[config.mk]
export PLATFORM = sky130hd
export DESIGN_NAME = eau_load_sched
export DESIGN_NICKNAME = d
export VERILOG_FILES = /design/src/rtl/eau_load_sched.sv
export SDC_FILE = /design/constraint.sdc
export NUM_CORES = 1
export LEC_CHECK = 0
export CELL_PAD_IN_SITES_DETAIL_PLACEMENT = 0
export CELL_PAD_IN_SITES_GLOBAL_PLACEMENT = 2
export CORE_AREA = 3 3 78 80
export CTS_BUF_LIST = sky130_fd_sc_hd__clkbuf_8
export CTS_CLUSTER_SIZE = 25
export DETAILED_ROUTE_END_ITERATION = 12
export DIE_AREA = 0 0 81 83
export HOLD_SLACK_MARGIN = 0.15
export MAX_ROUTING_LAYER = met4
export PLACE_DENSITY = 0.8
export SETUP_SLACK_MARGIN = 0.4
export SLEW_MARGIN = 20
export SYNTH_ARGS = -nofsm -noshare
export SYNTH_HDL_FRONTEND = slang
export SYNTH_SLANG_ARGS = --single-unit
export TNS_END_PERCENT = 30
[constraint.sdc]
create_clock -name clk -period 2.35 [get_ports clk]
set_clock_uncertainty 0.05 [all_clocks]
set_input_delay 0.235 -clock clk [delete_from_list [all_inputs] [get_ports clk]]
set_output_delay 0.235 -clock clk [all_outputs]
set_load 0.05 [all_outputs]
[src/rtl/eau_load_sched.sv]
// eau_load_sched: round-robin scheduler that loads a 16-bit address into the
// external address unit over its 8-bit bus (low byte, then high byte) and
// holds the address output enabled until the owner releases it.
//
// Optional feature: define EAU_SCHED_AUTOINC_EN to let the owner post-increment
// the held address with an inc pulse. The EAU is reloaded with the new low byte,
// and with the new high byte only when the low byte carries out.
//
// Ports:
//   clk       system clock, rising edge
//   rst_n     asynchronous active-low reset
//   req       request lines, level, one per requester
//   req_addr  packed addresses, requester i at [16*i+15:16*i]
//   rel       release pulse from the owner
//   inc       increment pulse from the owner (autoinc build only)
//   gnt       registered one-hot grant
//   bus_d     byte to the EAU data input
//   bus_ls    EAU low-byte load strobe
//   bus_hs    EAU high-byte load strobe
//   bus_ao    EAU address output enable
//   busy      high whenever the scheduler is not idle
module eau_load_sched #(
  parameter int unsigned NREQ = 2
) (
  input  logic                 clk,
  input  logic                 rst_n,
  input  logic [NREQ-1:0]      req,
  input  logic [16*NREQ-1:0]   req_addr,
  input  logic [NREQ-1:0]      rel,
  input  logic [NREQ-1:0]      inc,
  output logic [NREQ-1:0]      gnt,
  output logic [7:0]           bus_d,
  output logic                 bus_ls,
  output logic                 bus_hs,
  output logic                 bus_ao,
  output logic                 busy
);

  localparam int unsigned PtrW = (NREQ > 1) ? $clog2(NREQ) : 1;

  typedef enum logic [2:0] {
    StIdle,
    StLoadLo,
    StLoadHi,
    StHold,
    StIncLo,
    StIncHi
  } state_e;

  state_e          state_q;
  logic [PtrW-1:0] ptr_q;
  logic [PtrW-1:0] owner_q;
  logic [15:0]     shadow_q;

  // Round-robin pick: first set request at or after the pointer, wrapping.
  logic            pick_found;
  logic [PtrW-1:0] pick_idx;
  logic [NREQ-1:0] pick_onehot;
  logic [15:0]     pick_addr;

  always_comb begin
    int unsigned idx;
    idx         = 0;
    pick_found  = 1'b0;
    pick_idx    = '0;
    pick_onehot = '0;
    pick_addr   = '0;
    for (int unsigned k = 0; k < NREQ; k++) begin
      idx = (int'(ptr_q) + k) % NREQ;
      if (!pick_found && req[idx]) begin
        pick_found       = 1'b1;
        pick_idx         = PtrW'(idx);
        pick_onehot[idx] = 1'b1;
        pick_addr        = req_addr[16*idx +: 16];
      end
    end
  end

  // Grant is one-hot, so masking with it selects the owner's bit only.
  logic rel_own;
  assign rel_own = |(rel & gnt);

  logic [PtrW-1:0] ptr_after_owner;
  assign ptr_after_owner = (owner_q == PtrW'(NREQ - 1)) ? '0 : owner_q + 1'b1;

`ifdef EAU_SCHED_AUTOINC_EN
  logic        inc_own;
  logic [15:0] shadow_inc;
  assign inc_own    = |(inc & gnt);
  assign shadow_inc = shadow_q + 16'd1;
`else
  logic unused_inc;
  assign unused_inc = ^inc;
`endif

  // Outputs are registered on entry to each state, so they are valid for the
  // whole cycle that the state occupies.
  always_ff @(posedge clk or negedge rst_n) begin
    if (!rst_n) begin
      state_q  <= StIdle;
      ptr_q    <= '0;
      owner_q  <= '0;
      shadow_q <= 16'h0000;
      gnt      <= '0;
      bus_d    <= 8'h00;
      bus_ls   <= 1'b0;
      bus_hs   <= 1'b0;
      bus_ao   <= 1'b0;
      busy     <= 1'b0;
    end else begin
      unique case (state_q)
        StIdle: begin
          if (pick_found) begin
            state_q  <= StLoadLo;
            owner_q  <= pick_idx;
            shadow_q <= pick_addr;
            gnt      <= pick_onehot;
            bus_d    <= pick_addr[7:0];
            bus_ls   <= 1'b1;
            busy     <= 1'b1;
          end
        end
        StLoadLo: begin
          state_q <= StLoadHi;
          bus_ls  <= 1'b0;
          bus_hs  <= 1'b1;
          bus_d   <= shadow_q[15:8];
        end
        StLoadHi: begin
          state_q <= StHold;
          bus_hs  <= 1'b0;
          bus_d   <= 8'h00;
          bus_ao  <= 1'b1;
        end
        StHold: begin
          // Release has priority over increment.
          if (rel_own) begin
            state_q <= StIdle;
            gnt     <= '0;
            bus_ao  <= 1'b0;
            busy    <= 1'b0;
            ptr_q   <= ptr_after_owner;
`ifdef EAU_SCHED_AUTOINC_EN
          end else if (inc_own) begin
            state_q  <= StIncLo;
            shadow_q <= shadow_inc;
            bus_ao   <= 1'b0;
            bus_ls   <= 1'b1;
            bus_d    <= shadow_inc[7:0];
`endif
          end
        end
`ifdef EAU_SCHED_AUTOINC_EN
        StIncLo: begin
          bus_ls <= 1'b0;
          if (shadow_q[7:0] == 8'h00) begin
            state_q <= StIncHi;
            bus_hs  <= 1'b1;
            bus_d   <= shadow_q[15:8];
          end else begin
            state_q <= StHold;
            bus_d   <= 8'h00;
            bus_ao  <= 1'b1;
          end
        end
        StIncHi: begin
          state_q <= StHold;
          bus_hs  <= 1'b0;
          bus_d   <= 8'h00;
          bus_ao  <= 1'b1;
        end
`endif
        default: begin
          state_q <= StIdle;
          gnt     <= '0;
          bus_d   <= 8'h00;
          bus_ls  <= 1'b0;
          bus_hs  <= 1'b0;
          bus_ao  <= 1'b0;
          busy    <= 1'b0;
        end
      endcase
    end
  end

endmodule

# Word level (Yosys, flattened, before mapping)
# Index checks and enable logic that the tools add are counted.
# totals
regBits	35
output_inout_bits	14
wordCells	77
# op_classes
addsub	2
n_lt_le_gt_ge	4
eq_ne	5
shifts	2
n_mux	31
n_bitwise	6
n_reduce_logical	17
# op_table
cell	n
variable part select 32 x 6 -> 16 bit	2
two-way mux 16 bit	2
one-hot mux 8 bit (3 select lines)	1
two-way mux 1 bit	13
one-hot mux 3 bit (4 select lines)	1
AND reduction 2 bit	6
OR reduction 2 bit	5
two-way mux 2 bit	4
two-way mux 8 bit	1
== test 3 x 2 -> 1 bit (second input constant)	2
two-way mux 3 bit	2
one-hot mux 1 bit (3 select lines)	2
one-hot mux 2 bit (3 select lines)	1
less-than comparator 1 x 2 -> 1 bit (second input constant)	2
!= test 2 bit (second input constant)	2
inverter 1 bit	4
one-hot mux 1 bit (2 select lines)	2
== test 3 x 1 -> 1 bit (second input constant)	1
logical AND 1 bit	3
zero test 3 bit	1
AND reduction 3 bit	1
adder 1 bit (second input constant)	2
AND 2 bit	1
demux 1 bit (select 1 bit)	2
3 further kinds	4

# Logic depth before layout (Yosys ltp)
# logic_depth
ltp_word	9
ltp_mapped	7
mapped_depth_nobuf	5

# Least setup slack after synthesis
# Ideal clock, no wire load.
# synth_path
path_type	register to register
start	reg gnt[0]
end	reg bus_ao
setup_ns	0.125
arrival_time_ns	1.489
slack_ns	0.686
path_stages_with_launch	4
path_buffers	0
path_cell_list	dfrtp_1 -> a22oi_2 -> a211oi_1 -> mux2_2
# synth_between
elab_chain_len	4
# synth_rtl
element	line	rtl
from (decl)	31	output logic [NREQ-1:0] gnt,
from (signal assigned)	117	gnt <= pick_onehot;
AND 2 bit	81	assign rel_own = |(rel & gnt);
OR reduction 2 bit	81	
!= test 2 bit (no line)	--	
AND reduction 2 bit (no line)	--	
to (signal assigned)	108	bus_ao <= 1'b0;
to (signal assigned)	133	bus_ao <= 1'b1;
to (signal assigned)	140	bus_ao <= 1'b0;
to (decl)	35	output logic bus_ao,
# Every way passes these cells.
# A chain may end at the register's enable or synchronous reset.

# Worst setup path in the final report
# layout_path
start	reg gnt[0]
end	out gnt[0]
# No word-level cell between the ends.

==> out/results.tsv <==
stage	metric	value	unit
outcome	outcome	completed	
route	vias	1303	
setup_path	cp.buffers_inverters	1	
route	dr.pass1.iters	4	
clock_tree	cts_setup_buffers	0	
clock_tree	clock_path_buffers	2	
timing	clock.fmax	554	MHz
timing	max-slew-margin-rel	57.4	%
yosys	synth.distinct_cells	32	
timing	period_needed	1.81	ns
global_routing	grt_pass1_vias	1215	
global_routing	grt_max_degree	27	
yosys	synth.avg_cell_area	9.88	um^2
route	first_iter_violations	48	
route	drc	0	
yosys	yosysWarnings	0	
clock_tree	cts-buffers-inserted	3	
setup_path	critPathLaunchType	flop	
finish	syn_to_final_growth	44.9	%
timing	timing.final.hold_violations	0	
global_routing	grt-ovfl-total	0	
floorplanning	fp.dieArea	6720	um^2
floorplanning	coreArea	5470	um^2
finish	fill_cells	587	
clock_tree	htreeDepth	1	
setup_path	cpPeakStageDelay	0.83	ns
timing	maxSlewViolCount	0	
clock_tree	clock_sinks	26	
yosys	synth_seq_area_share	45.1	%
yosys	syn-num-nets	190	
power_and_ir_drop	p_leak	0.867	nW
floorplanning	dieHeight	83	um
place	port_buffers	51	
finish	final_util	38.2	%
place	gp_congestion	0.759	
yosys	yosys.area.top_type_share	45.1	%
yosys	postSynthRegisterBits	26	
global_routing	grtUsageTotal	12.4	%
finish	finalNetCount	240	
timing	hold_slack	0.276	ns
floorplanning	initial_core_util	26.4	%
yosys	yosysTopAreaCell	dfrtp_1	
finish	drive_gt1_share	10.3	%
setup_path	crit_cells	1	
setup_path	cp.arrival	1.52	ns
route	vias_per_cell	4.88	
timing	worstMarginPinSlew	0.639	ns
floorplanning	die_x	81	um
clock_tree	clk_pin_slew	0.10	ns
place	hpwl	2830	um
route	wl	3910	um
route	ant_nets	0	
timing	finalSetupTns	0	ns
route	routedWlPerCell	14.6	um
worst_hold_path	hold_path.class	in -> async	
yosys	syn_inst	146	
yosys	synth_area	1440	um^2
setup_path	critPathCaptureType	output port	
finish	multi_input_area	674	um^2
finish	antenna_cells	0	
global_routing	grt_antenna_before_repair	0	
clock_tree	post_cts_resized	0	
timing	setup_viol	0	
setup_path	cp_max_fo	4	
timing	rsz0062_at_grt	false	
setup_path	rr_worst_depth	3	
power_and_ir_drop	vdd_drop_max	0.000204	V
setup_path	crit_required	2.07	ns
yosys	ys_top_cells_by_area	dfrtp_1, a32oi_1, a21oi_1, a221oi_1, inv_1	
clock_tree	cts_root_buf	clkbuf_8	
global_routing	grt_pass1_wl	6400	um
setup_path	path_delay_family	buffers and inverters	
floorplanning	num_rows	27	
setup_path	cpMaxStageDelayCell	clkdlybuf4s50_1	
setup_path	crit_chain	clkdlybuf4s50_1	
clock_tree	cts_tree	yes	
finish	seq_area	651	um^2
clock_tree	ctsHoldBuffers	0	
power_and_ir_drop	total_power	946	uW
power_and_ir_drop	power.density	452	nW/um^2
clock_tree	clkLatencyLatePin	0.27	ns
timing	fin_crit_sh	76.9	%
setup_path	critical_path_class	reg -> out	
floorplanning	io_pins	54	
job	max_cap_violations	0	
-- through the flow --
stage               area [um^2]  setup WS, ns  std cells
global placement           2020         0.305        263
floorplan                  1440         0.686        146
CTS                        2090         0.524        267
global route               2090         0.465        267
detailed placement         2020         0.293        263
finish                     2090         0.543        267
-- path summary, 6_finish.rpt --
kind,startpoint,end,slack (ns)
setup / recovery,gnt[0],gnt[0],0.54
setup reg to reg,state_q[0],bus_ao,0.63
max in group asynchronous,rst_n,state_q[0],1.71
min in group clk,owner_q,ptr_q,0.42
hold reg to reg,owner_q,ptr_q,0.42
hold / removal,rst_n,shadow_q[13],0.28
-- cells in the mapped netlist --
master,n
a21boi_4,1
clkbuf_1,2
a221oi_2,1
o21ai_0,9
a32oi_1,16
o31ai_1,1
mux2_2,3
and2_1,1
ha_1,4
a22oi_2,1
nor2b_1,1
buf_2,7
a21oi_1,16
o21ai_1,1
o221ai_1,3
inv_1,15
nand2b_1,1
nor2_1,2
or2_2,1
buf_6,2
a221oi_1,7
a22oi_1,1
a21oi_2,1
a21o_2,1
o21bai_2,1
a21boi_0,1
nand3_1,5
dfrtp_1,26
a211oi_1,2
nand2_1,11
o22a_1,1
a2bb2oi_1,1
-- area by class of cell --
type                            instances  share of cell area, %
Clock inverter                          1                   1.44
Multi-Input combinational cell         94                   32.3
Clock buffer                            3                   1.97
Tap cell                               72                   4.31
Inverter                               15                   2.69
Sequential cell                        26                   31.1
Timing Repair Buffer                   56                   26.2
-- flip-flops by register name, summed over array words and instances, names as in the netlist --
| register | count |
|---|---|
| bus_d | 8 |
| shadow_q | 8 |
| gnt | 2 |
| state_q | 2 |
| busy | 1 |
| bus_ao | 1 |
| owner_q | 1 |
| ptr_q | 1 |
| bus_ls | 1 |
| bus_hs | 1 |
-- cell families after synthesis --
kind of cell	Yosys count	share of synthesized area, %
buf+inv	26	8.41
compound gates	65	33.8
flops	26	45.1
simple gates	22	6.85
fa+ha+maj	4	3.47
mux	3	2.34
-- placed cells by master, fill, tap and decap left out, types with 2 or more instances in the layout --
master	n
inv_1	15
nand3_1	5
clkbuf_8	3
ha_1	4
nor2_1	2
dfrtp_1	26
o221ai_1	3
a32oi_1	16
a21oi_1	16
o21ai_0	9
nand2_1	11
mux2_2	3
buf_4	5
a221oi_1	7
clkdlybuf4s50_1	51
a211oi_1	2
-- where the power goes --
group          switching (mW)  total [mW]  internal, mW
Sequential           0.000524       0.448         0.448
Combinational          0.0492       0.121        0.0720
Clock                   0.148       0.376         0.228
-- per-layer routing --
layer	vias to the layer above	part of all wire [%]	track usage [%]
li1	652	-	-
met1	602	50	19.1
met2	42	42	16.0
met3	7	6.6	1.95
met4	0	1.5	4.61
met5	-	0	-
-- worst register-to-register path: cells and delay by family, from the launching register on --
| kind | cells | cell delay (ns) |
|---|---|---|
| multiplexers | 1 | 0.37 |
| AO/OA/AOI/OAI | 1 | 0.32 |
| flip-flops | 1 | 0.44 |
| adder cells (fa/ha/maj) | 1 | 0.45 |
No activity file was read; power rests on OpenSTA's default activity.
